<file path="config.mk">
export PLATFORM = sky130hd
export DESIGN_NAME = instr_fetch_unit
export DESIGN_NICKNAME = d
export VERILOG_FILES = /design/src/rtl/instr_fetch_unit.sv
export SDC_FILE = /design/constraint.sdc
export NUM_CORES = 1
export LEC_CHECK = 0
export BUFFER_PORTS_ARGS = -buffer_cell sky130_fd_sc_hd__buf_2
export CAP_MARGIN = 20
export CELL_PAD_IN_SITES_DETAIL_PLACEMENT = 1
export CELL_PAD_IN_SITES_GLOBAL_PLACEMENT = 1
export CORE_UTILIZATION = 31
export CTS_CLUSTER_SIZE = 30
export DETAILED_ROUTE_END_ITERATION = 10
export PLACE_DENSITY = 0.84
export SLEW_MARGIN = 40
export SYNTH_ARGS = -nofsm -noshare
export SYNTH_HDL_FRONTEND = slang
export SYNTH_SLANG_ARGS = --single-unit
export TNS_END_PERCENT = 5
</file>
<file path="constraint.sdc">
create_clock -name Clk -period 2.6 [get_ports Clk]
set_clock_uncertainty 0.15 [all_clocks]
set_input_delay 0.52 -clock Clk [delete_from_list [all_inputs] [get_ports Clk]]
set_output_delay 0.52 -clock Clk [all_outputs]
set_load 0.02 [all_outputs]
</file>
<file path="src/rtl/instr_fetch_unit.sv">
// Fetch / instruction-register stage of the multicycle core: holds the PC,
// reads instruction memory, latches and decodes the instruction word.
module instr_fetch_unit #(
  parameter int               ADDR_W   = 10,
  parameter logic [ADDR_W-1:0] RESET_PC = '0,
  parameter logic [5:0]       HALT_OP  = 6'h3F
) (
  input  logic              Clk,
  input  logic              Reset,
  input  logic [2:0]        State,
  output logic [ADDR_W-1:0] Mem_Addr,
  output logic              Mem_Rd,
  input  logic [31:0]       Mem_Data,
  input  logic              Branch_Taken,
  input  logic [ADDR_W-1:0] Branch_Target,
  output logic [31:0]       Instr,
  output logic [5:0]        Opcode,
  output logic [4:0]        Rd,
  output logic [4:0]        Rs1,
  output logic [4:0]        Rs2,
  output logic [31:0]       Imm_SExt,
  output logic [ADDR_W-1:0] Cur_PC,
  output logic [ADDR_W-1:0] Link_PC,
  output logic              Instr_Valid,
  output logic              Halted
);

  typedef enum logic [2:0] {
    RESET_STATE = 3'd0,
    FETCH_INSTR = 3'd1,
    READ_OPS    = 3'd2,
    EXECUTE     = 3'd3,
    WRITEBACK   = 3'd4
  } seq_state_e;

  logic [ADDR_W-1:0] pc_q, pc_d;
  logic [31:0]       instr_q, instr_d;
  logic [ADDR_W-1:0] cur_pc_q, cur_pc_d;
  logic              valid_q, valid_d;
  logic              halted_q, halted_d;

  always_ff @(posedge Clk) begin
    pc_q     <= pc_d;
    instr_q  <= instr_d;
    cur_pc_q <= cur_pc_d;
    valid_q  <= valid_d;
    halted_q <= halted_d;
  end

  always_comb begin
    pc_d     = pc_q;
    instr_d  = instr_q;
    cur_pc_d = cur_pc_q;
    valid_d  = valid_q;
    halted_d = halted_q;
    // Reset overrides any branch or halt requested in the same cycle.
    if (Reset || State == RESET_STATE) begin
      pc_d     = RESET_PC;
      instr_d  = '0;
      cur_pc_d = '0;
      valid_d  = 1'b0;
      halted_d = 1'b0;
    end else begin
      case (State)
        FETCH_INSTR: begin
          if (!halted_q) begin
            instr_d  = Mem_Data;
            cur_pc_d = pc_q;
            pc_d     = pc_q + ADDR_W'(1);
            valid_d  = 1'b1;
          end
        end
        EXECUTE: begin
          if (!halted_q) begin
            if (instr_q[31:26] == HALT_OP) begin
              halted_d = 1'b1;
            end else if (Branch_Taken) begin
              pc_d = Branch_Target;
            end
          end
        end
        WRITEBACK: valid_d = 1'b0;
        default: ;
      endcase
    end
  end

  assign Mem_Addr    = pc_q;
  assign Mem_Rd      = (State == FETCH_INSTR) && !halted_q && !Reset;
  assign Instr       = instr_q;
  assign Opcode      = instr_q[31:26];
  assign Rd          = instr_q[25:21];
  assign Rs1         = instr_q[20:16];
  assign Rs2         = instr_q[15:11];
  assign Imm_SExt    = {{16{instr_q[15]}}, instr_q[15:0]};
  assign Cur_PC      = cur_pc_q;
  assign Link_PC     = cur_pc_q + ADDR_W'(1);
  assign Instr_Valid = valid_q;
  assign Halted      = halted_q;

endmodule

</file>
==> results_dict.tcl <==
set metrics [dict create \
    outcome "finished clean" \
    drc 0 \
    max_slew.worst_pin.slew_ns 0.649 \
    clockPowerShare_pct 31.1 \
    cp.required_ns 1.93 \
    total_leakage_power_nw 1.64 \
    antenna_found_initial 0 \
    synthTopCellsByArea "dfxtp_1, buf_4, nand2_1" \
    htree_num_levels 2 \
    min_period_over_period_pct 91.0 \
    grt_overflow_total 0 \
    ys.flop_type "dfxtp_1" \
    portBuffers 165 \
    cts_buffers 5 \
    syn_nets 406 \
    worstPathArrival_ns 1.70 \
    finalSetupViolCount 0 \
    dieWidth_um 96.0 \
    yosysTopAreaCell "dfxtp_1" \
    ioPinCount 166 \
    path_max_fanout 7 \
    start_util_pct 32.7 \
    synth_compound_area_share_pct 14.7 \
    finalHoldViolCount 0 \
    rows 33 \
    drt_first_pass_iters 4 \
    slew_violations 0 \
    place_congestion 0.845 \
    wl_per_cell_um 14.2 \
    tns_ns 0 \
    critical_path.startpoint_type "flop" \
    p_sw_mw 0.447 \
    p_int_mw 1.14 \
    sequentialPowerShare_pct 54.5 \
    maxCapViolCount 0 \
    synth_area_um2 2740 \
    die-area_um2 9220 \
    clock-sinks 54 \
    die_h_um 96.0 \
    synthMuxAreaShare_pct 0.731 \
    synth-simple-area-share_pct 23.3 \
    postCtsHoldBufs 0 \
    drtIter0Drc 59 \
    seq_area_frac_synth_pct 39.5 \
    startpoint "Cur_PC[2]" \
    vias_per_cell 4.80 \
    final_net_count 509 \
    hold_path_class "in2reg" \
    synth_xor_area_share_pct 2.56 \
    n_antenna_cell 0 \
    final.fill_count 1088 \
    power_density_nw_per_um2 474 \
    grt_pass1_vias 2484 \
    timing.fmax_mhz 423 \
    drt.antenna.violating_nets 0 \
    p_comb_share_pct 14.4 \
    yosys.cell_count.top_type "nand2_1" \
    yosysWarnings 0 \
    clk-insertion-delay-late_ns 0.31 \
    synth_fa_ha_area_share_pct 0.913 \
    synth_common_cells "nand2_1, buf_4, dfxtp_1" \
    power_mw 1.59 \
    crit_type "reg2out" \
    cts_root_buffer "clkbuf_8" \
    finalWirelength_mm 8.02 \
    synth.top_cell.area_share_pct 39.5 \
    synth_top_family_by_area "simple AND/OR/NAND/NOR gates" \
    min_from "Reset" \
    clockBufferDepth 2 \
    cts_setup_buffers 0 \
    grt_usage_pct 17.1 \
    rsz0062_at_grt "false" \
    synth_edf_count 0 \
    fp.coreArea_um2 8380 \
    cts_resized 0 \
    clkSlewWorstSetupHoldPaths_ns 0.11 \
    area_growth_pct 22.4 \
    grt_first_pass_wirelength_mm 12.3 \
    cts_tree "built" \
    ys_ff_latch 54 \
    synth_cell_types 40 \
    syn_inst 356 \
    avgSynthCellArea_um2 7.70 \
    max_slew_margin_pct 56.7 \
    dp.final_hpwl_mm 6.07 \
    r2r_start "Halted" \
    drive_gt1_share_pct 40.0 \
    vias 2712 \
    min_period_ns 2.37 \
    swShare_pct 28.1 \
    grt_max_degree 43 \
    async_flop_share_pct 0 \
    critPathCaptureType "output pin" \
    ir_drop_mv 0.211 \
]
-- metal layers --
layer	vias up	GRT usage (%)	wire length, um
met5	-	0	0
met4	0	3.11	51
met3	6	2.84	436
met2	118	31.6	4030
met1	1254	20.9	3500
li1	1334	-	-
-- worst max-delay path, stage by stage, from the launching register on --
cell	delay, ns
dfxtp_1	0.46
and4_1	0.27
nand4_1	0.15
nor2_1	0.17
xor2_1	0.15
buf_2	0.19
-- power groups by stage --
stage               registers, mW  clock network (mW)  logic (mW)
finish                      0.866               0.495       0.229
floorplan                   0.906                   0       0.139
detailed placement          0.886                   0       0.232
global placement            0.884                   0       0.225
CTS                         0.867               0.520       0.232
global route                0.871               0.548       0.253
-- stage by stage --
step                      setup WS [ns]  cells  cell area (um^2)  hold WS [ns]  utilization [%]
final                             0.235    565              3350         0.262             40.0
after detailed placement          0.348    557              3260         0.312             38.9
after global routing             0.0942    565              3350         0.268             40.0
after CTS                         0.210    565              3350         0.250             40.0
after global placement            0.431    557              3260         0.300             38.9
after floorplan                   0.375    356              2740         0.396                -
-- layout by cell type, fill, tap and decap left out, drive strengths merged, types with 3 or more instances in the layout --
cell type    n
a21oi       47
a32o         3
and2         5
buf        169
clkbuf       6
dfxtp       54
inv          3
nand2       92
nand3        9
nand4        4
nor2        11
nor3         7
o21ai       10
xnor2        6
-- final cells by class --
class / instances / area (um^2) / area share [%]
multi-input cells: 226 / 1170 / 34.8
flip-flops and latches: 54 / 1080 / 32.2
repair buffers: 169 / 868 / 25.9
well taps: 105 / 131 / 3.92
clock buffers: 6 / 82.6 / 2.46
clock inverters: 2 / 12.5 / 0.373
inverters: 3 / 11.3 / 0.336
-- final timing paths --
kind                                     to  slack (ns)  cells past startpoint
worst min-delay path            Instr_Valid        0.26                      2
worst max-delay path             Link_PC[9]        0.23                      5
worst min register to register    Instr[18]        0.32                      2
worst max register to register  Mem_Addr[7]        0.61                      4
-- kinds of logic after synthesis --
group / count (synthesis)
AND/OR/NAND/NOR: 143
buffers and inverters: 76
AO/OA/AOI/OAI: 71
flip-flops: 54
XOR/XNOR: 8
multiplexers: 2
adder cells (fa/ha/maj): 2
-- sequential cells by signal (all words and copies together), names as in the netlist --
signal / flops
Cur_PC: 10
Halted: 1
Instr: 32
Instr_Valid: 1
Mem_Addr: 10
(Power assumes the default switching activity.)
